## config.mk

```make
export PLATFORM = sky130hd
export DESIGN_NAME = pc_sequencer_flat
export DESIGN_NICKNAME = d
export VERILOG_FILES = /design/src/rtl/pc_sequencer_if.sv /design/src/rtl/pc_sequencer.sv /design/src/flat_wrapper.sv
export SDC_FILE = /design/constraint.sdc
export NUM_CORES = 1
export LEC_CHECK = 0
export ABC_AREA = 1
export CORE_AREA = 2 2 123 125
export CTS_CLUSTER_SIZE = 25
export DETAILED_ROUTE_END_ITERATION = 8
export DIE_AREA = 0 0 125 127
export GPL_TIMING_DRIVEN = 0
export PLACE_DENSITY = 0.69
export RECOVER_POWER = 100
export SETUP_SLACK_MARGIN = 0.2
export SYNTH_ARGS = -nofsm -noshare
export SYNTH_HDL_FRONTEND = slang
export SYNTH_SLANG_ARGS = --single-unit
```

## constraint.sdc

```tcl
create_clock -name clk -period 1.5 [get_ports clk]
set_input_delay 0.3 -clock clk [delete_from_list [all_inputs] [get_ports clk]]
set_output_delay 0.3 -clock clk [all_outputs]
set_load 0.03 [all_outputs]
```

## src/rtl/pc_sequencer_if.sv

```systemverilog
// Instruction-memory fetch bus between the PC sequencer and instruction memory.
interface pc_sequencer_if;
  logic        imem_req;
  logic [31:0] imem_addr;
  logic        imem_rvalid;
  logic [31:0] imem_rdata;
  logic        imem_err;

  modport master (
    output imem_req, imem_addr,
    input  imem_rvalid, imem_rdata, imem_err
  );

  modport slave (
    input  imem_req, imem_addr,
    output imem_rvalid, imem_rdata, imem_err
  );
endinterface

```

## src/rtl/pc_sequencer.sv

```systemverilog
// Program counter owner: fetch -> hold -> execute -> next PC, with traps on
// misaligned taken targets and fetch bus errors.
module pc_sequencer #(
  parameter logic [31:0] RESET_PC    = 32'h0000_0000,
  parameter logic [31:0] TRAP_PC     = 32'h0000_0100,
  parameter bit          ALIGN_CHECK = 1'b1
) (
  input  logic               clk,
  input  logic               rst_n,
  pc_sequencer_if.master     bus,
  output logic [31:0]        Instr,
  output logic               InstrValid,
  input  logic               ExecDone,
  input  logic               NextPCSrc,
  input  logic [31:0]        ALURes,
  input  logic               Stall,
  output logic [31:0]        PC,
  output logic [31:0]        PCPlus4,
  output logic               Trap,
  output logic [1:0]         TrapCause
);

  typedef enum logic [1:0] {
    ST_IDLE  = 2'd0,
    ST_FETCH = 2'd1,
    ST_EXEC  = 2'd2,
    ST_TRAP  = 2'd3
  } state_t;

  localparam logic [31:0] NOP_INSTR = 32'h0000_0013;

  state_t      state_q, state_d;
  logic [31:0] pc_q, pc_d;
  logic [31:0] instr_q, instr_d;
  logic        req_q, req_d;
  logic        ivalid_q, ivalid_d;
  logic        trap_q, trap_d;
  logic [1:0]  cause_q, cause_d;
  logic [31:0] tgt_s;

  assign PCPlus4 = pc_q + 32'd4;

  // JALR-style target: bit0 is dropped so only bit1 can be misaligned.
  assign tgt_s = NextPCSrc ? (ALURes & 32'hFFFF_FFFE) : PCPlus4;

  // Next-state and registered-output computation; every output is a flop so
  // it reflects the state being entered.
  always_comb begin
    state_d  = state_q;
    pc_d     = pc_q;
    instr_d  = instr_q;
    req_d    = req_q;
    ivalid_d = ivalid_q;
    trap_d   = 1'b0;
    cause_d  = cause_q;
    case (state_q)
      ST_IDLE: begin
        if (!Stall) begin
          state_d = ST_FETCH;
          req_d   = 1'b1;
        end else begin
          state_d = ST_IDLE;
        end
      end
      ST_FETCH: begin
        if (bus.imem_rvalid && bus.imem_err) begin
          cause_d = 2'b10;
          state_d = ST_TRAP;
          req_d   = 1'b0;
          trap_d  = 1'b1;
        end else if (bus.imem_rvalid) begin
          instr_d  = bus.imem_rdata;
          state_d  = ST_EXEC;
          req_d    = 1'b0;
          ivalid_d = 1'b1;
        end else begin
          state_d = ST_FETCH;
        end
      end
      ST_EXEC: begin
        if (ExecDone && ALIGN_CHECK && NextPCSrc && tgt_s[1]) begin
          cause_d  = 2'b01;
          state_d  = ST_TRAP;
          ivalid_d = 1'b0;
          trap_d   = 1'b1;
        end else if (ExecDone) begin
          pc_d     = tgt_s;
          ivalid_d = 1'b0;
          if (!Stall) begin
            state_d = ST_FETCH;
            req_d   = 1'b1;
          end else begin
            state_d = ST_IDLE;
          end
        end else begin
          state_d = ST_EXEC;
        end
      end
      ST_TRAP: begin
        pc_d    = TRAP_PC;
        state_d = ST_IDLE;
      end
      default: begin
        state_d  = ST_IDLE;
        req_d    = 1'b0;
        ivalid_d = 1'b0;
      end
    endcase
  end

  // State and output registers; reset drops imem_req immediately.
  always_ff @(posedge clk or negedge rst_n) begin
    if (!rst_n) begin
      state_q  <= ST_IDLE;
      pc_q     <= RESET_PC;
      instr_q  <= NOP_INSTR;
      req_q    <= 1'b0;
      ivalid_q <= 1'b0;
      trap_q   <= 1'b0;
      cause_q  <= 2'b00;
    end else begin
      state_q  <= state_d;
      pc_q     <= pc_d;
      instr_q  <= instr_d;
      req_q    <= req_d;
      ivalid_q <= ivalid_d;
      trap_q   <= trap_d;
      cause_q  <= cause_d;
    end
  end

  assign bus.imem_req  = req_q;
  assign bus.imem_addr = pc_q;
  assign Instr         = instr_q;
  assign InstrValid    = ivalid_q;
  assign PC            = pc_q;
  assign Trap          = trap_q;
  assign TrapCause     = cause_q;

endmodule

```

## src/flat_wrapper.sv

```systemverilog
// flat-port wrapper written by rule: the top's interface ports become plain ports
module pc_sequencer_flat 
#(
  parameter logic [31:0] RESET_PC    = 32'h0000_0000,
  parameter logic [31:0] TRAP_PC     = 32'h0000_0100,
  parameter bit          ALIGN_CHECK = 1'b1
)
  (clk, rst_n, Instr, InstrValid, ExecDone, NextPCSrc, ALURes, Stall, PC, PCPlus4, Trap, TrapCause, bus_imem_req, bus_imem_addr, bus_imem_rvalid, bus_imem_rdata, bus_imem_err);
  pc_sequencer_if bus_i ();
  input  logic clk;
  input  logic rst_n;
  output logic [31:0] Instr;
  output logic InstrValid;
  input  logic ExecDone;
  input  logic NextPCSrc;
  input  logic [31:0] ALURes;
  input  logic Stall;
  output logic [31:0] PC;
  output logic [31:0] PCPlus4;
  output logic Trap;
  output logic [1:0] TrapCause;
  output wire logic [$bits(bus_i.imem_req)-1:0] bus_imem_req;
  output wire logic [$bits(bus_i.imem_addr)-1:0] bus_imem_addr;
  input wire logic [$bits(bus_i.imem_rvalid)-1:0] bus_imem_rvalid;
  input wire logic [$bits(bus_i.imem_rdata)-1:0] bus_imem_rdata;
  input wire logic [$bits(bus_i.imem_err)-1:0] bus_imem_err;
  assign bus_imem_req = bus_i.imem_req;
  assign bus_imem_addr = bus_i.imem_addr;
  assign bus_i.imem_rvalid = bus_imem_rvalid;
  assign bus_i.imem_rdata = bus_imem_rdata;
  assign bus_i.imem_err = bus_imem_err;
  pc_sequencer #(.RESET_PC(RESET_PC), .TRAP_PC(TRAP_PC), .ALIGN_CHECK(ALIGN_CHECK)) u_core (.clk(clk), .rst_n(rst_n), .bus(bus_i), .Instr(Instr), .InstrValid(InstrValid), .ExecDone(ExecDone), .NextPCSrc(NextPCSrc), .ALURes(ALURes), .Stall(Stall), .PC(PC), .PCPlus4(PCPlus4), .Trap(Trap), .TrapCause(TrapCause));
endmodule
```

==> flow_summary.toml <==
[outcome]
outcome = "finished, violations left"
violations = "setup timing"

[cells_and_area]
drive_gt1_share_pct = 55.84
antennaDiodeCount = 0
finish.utilization_pct = 61.38
fin_area_um2 = 8853
nets = 961
nFillCells = 1188
area_delta_synth_final_pct = 105.5

[drt]
drt_iter0_drc = 274
wl_met3_um = 1645
wl_met2_um = 8923
drt_wl_total_um = 17540
first_pass_iters = 5
num_vias = 5036
topRoutingLayerUsed = "met4"
drt_drc_violations_left = 0
ant_nets = 0
wire_per_inst_um = 16.34
via_per_inst = 4.689
wl_met1_um = 6567

[setup_path]
crit_type = "register to primary output"
crit_required_ns = 1.20
critPathTopFamily = "simple AND/OR/NAND/NOR gates"
end_kind = "primary output"
path_cells = "ha_4, nand2_4, nor2_4, nand2_4, nor2_4, nand3_1, nand2_2, buf_4"
cpMaxStageDelayCell = "dfrtp_2"
cp-start-kind = "register"
path_buf_inv = 1
cp_slowest_stage_delay_ns = 0.41
r2r_cells = 8
cp.arrival_ns = 1.85
crit_fanout = 6
cp.depth = 8

[yosys]
ys_ff_latch = 70
yosysTopAreaCellShare_pct = 38.92
synth_edf_count = 0
synth_common_cells = "174 x nand2_1, 88 x nor2_1, 67 x dfrtp_1"
avgSynthCellArea_um2 = 7.638
syn-cell-area_um2 = 4308
synthCells = 564
synth_flop_cell = "dfrtp_1"
async_flop_share_pct = 100.0
synth_area_leaders = "dfrtp_1 39%, nand2_1 15%, mux2_2 8.4%, nor2_1 7.7%, buf_4 6.1%"
yosys.cell_types.count = 39
synth_most_common_cell = "nand2_1"
yosysTopAreaCell = "dfrtp_1"
ys.warnings.count = 0
ys_seq_area_share_pct = 40.75

[clock_network]
clock_latency_ns = 0.34
root_buffer = "clkbuf_16"
htree_levels = 3
clk_pin_slew_worst_paths_ns = 0.07
cts_buffers = 9
clkSinkCount = 70
clockBufferDepth = 2
cts_tree = "yes"

[sta]
fin_tns_setup_ns = -28.19
drv_slew = 0
slew_headroom_pct = 61.00
fin_skew_ns = 0.009896
hold_violations = 0
holdWs_ns = 0.2874
rsz0062_at_grt = "yes"
final-setup-viol-count = 108
finalWorstSetupSlack_ns = -0.6451
fmax_mhz = 466.2
finalCriticalPeriod_ns = 2.145
fin_crit_sh_pct = 143.0
worstMarginPinSlew_ns = 0.5849

[floorplan]
coreArea_um2 = 14420
die_h_um = 127
die_w_um = 125
core.rowCount = 44
start_util_pct = 29.87
dieArea_um2 = 15880
io_pins = 204

[placed_design]
portBuffers = 198
place_hpwl_um = 11130
place_area_um2 = 6780
globalplace.congestion = 0.8993
pre_cts_ws_ns = -0.9552

[grt]
grt_pass1_wl_um = 26720
antenna_found_initial = 0
grt_max_degree = 55
track_usage_pct = 21.34
gr-total-overflow = 0
grt_pass1_vias = 4931

[pwr]
peakVddDrop_mv = 1.223
p_leak_nw = 4.101
p_per_area_nw_per_um2 = 2229

[run]
maxCapViolations = 0

[min_path]
min_path_cells = 3
hp-class = "input pin to register"
[cell families after synthesis]
logic type / Yosys count / share of synthesized area (%)
XOR/XNOR: 6 / 1.220
buffers and inverters: 96 / 12.49
adder cells (fa/ha/maj): 5 / 1.452
flip-flops: 70 / 40.75
multiplexers: 33 / 8.597
AND/OR/NAND/NOR: 308 / 29.36
AO/OA/AOI/OAI: 45 / 6.042
other: 1 / 0.08705
[flip-flops by register name (all words and copies together), names as in the netlist]
name                 count
u_core.Trap              1
u_core.state_q           2
u_core.TrapCause         2
u_core.Instr            32
u_core.PC               31
u_core.InstrValid        1
u_core.bus.imem_req      1
[cell type report]
cell class              instances  area, um2  share of cell area (%)
inverters                      47      203.9                   2.304
multi-input cells             400       2745                   31.01
repair buffers                308       3054                   34.50
clock inverters                 7      82.58                  0.9327
clock buffers                   9      225.2                   2.544
plain buffers                  49      520.5                   5.879
well taps                     184      230.2                   2.600
flip-flops and latches         70       1792                   20.24
[placed cells by master (no fill, tap or decap), types with 6 or more instances in the layout]
cell	n
nand3_2	11
nand2_2	47
inv_2	6
nor2_4	29
dfrtp_1	38
buf_8	8
nand3_1	15
nor2_1	47
dfrtp_2	29
clkdlybuf4s50_1	67
buf_4	50
o21ai_2	9
inv_1	33
o21ai_1	16
nand2_4	14
buf_2	7
clkbuf_16	9
clkbuf_1	37
nor2_2	19
buf_6	176
mux2_2	29
nand2_1	118
[worst min-delay path, cell delays in order]
cell	delay, ns
buf_6	0.13
nor2_1	0.07
o21ai_2	0.09
[power breakdown]
group / total, mW / switching [mW] / internal (mW) / leakage [nW]
clock network: 2.26 / 0.952 / 1.31 / 0.151
registers: 3.74 / 0.872 / 2.87 / 0.818
logic: 13.7 / 7.33 / 6.40 / 3.13
total: 19.7 / 9.15 / 10.6 / 4.10
[what timing repair did]
| action | 4_1_cts | 5_1_grt |
|---|---|---|
| setup endpoints to repair | 196 | 163 |
| endpoints found under the hold margin | 16 | 0 |
| pin swaps | 35 | 44 |
| buffers inserted | 67 | 35 |
| cloned | 6 | 0 |
| hold buffers | 1 | 0 |
| gates resized for setup | 933 | 189 |
[layer usage]
layer / GRT usage (%) / vias up
met5: 0 / -
met4: 7.124 / 0
met3: 8.166 / 33
met2: 37.28 / 217
met1: 24.05 / 2405
li1: - / 2381
[final timing paths]
check	from	end	slack (ns)
worst max-delay path	u_core.PC[3]	PCPlus4[28]	-0.65
worst min-delay path	NextPCSrc	u_core.PC[6]	0.29
worst max register to register	u_core.state_q[1]	u_core.Instr[10]	-0.33
worst min register to register	u_core.Instr[14]	u_core.Instr[14]	0.50
max in group asynchronous	rst_n	u_core.PC[14]	0.19
min in group asynchronous	rst_n	u_core.Instr[12]	0.43
[stage by stage]
step,power (mW),cells
detailed placement,14.05,949
global route,20.80,1074
global placement,13.95,948
CTS,18.25,1039
finish,19.73,1074
floorplan,9.868,566
Power figures use the tool's default switching activity.
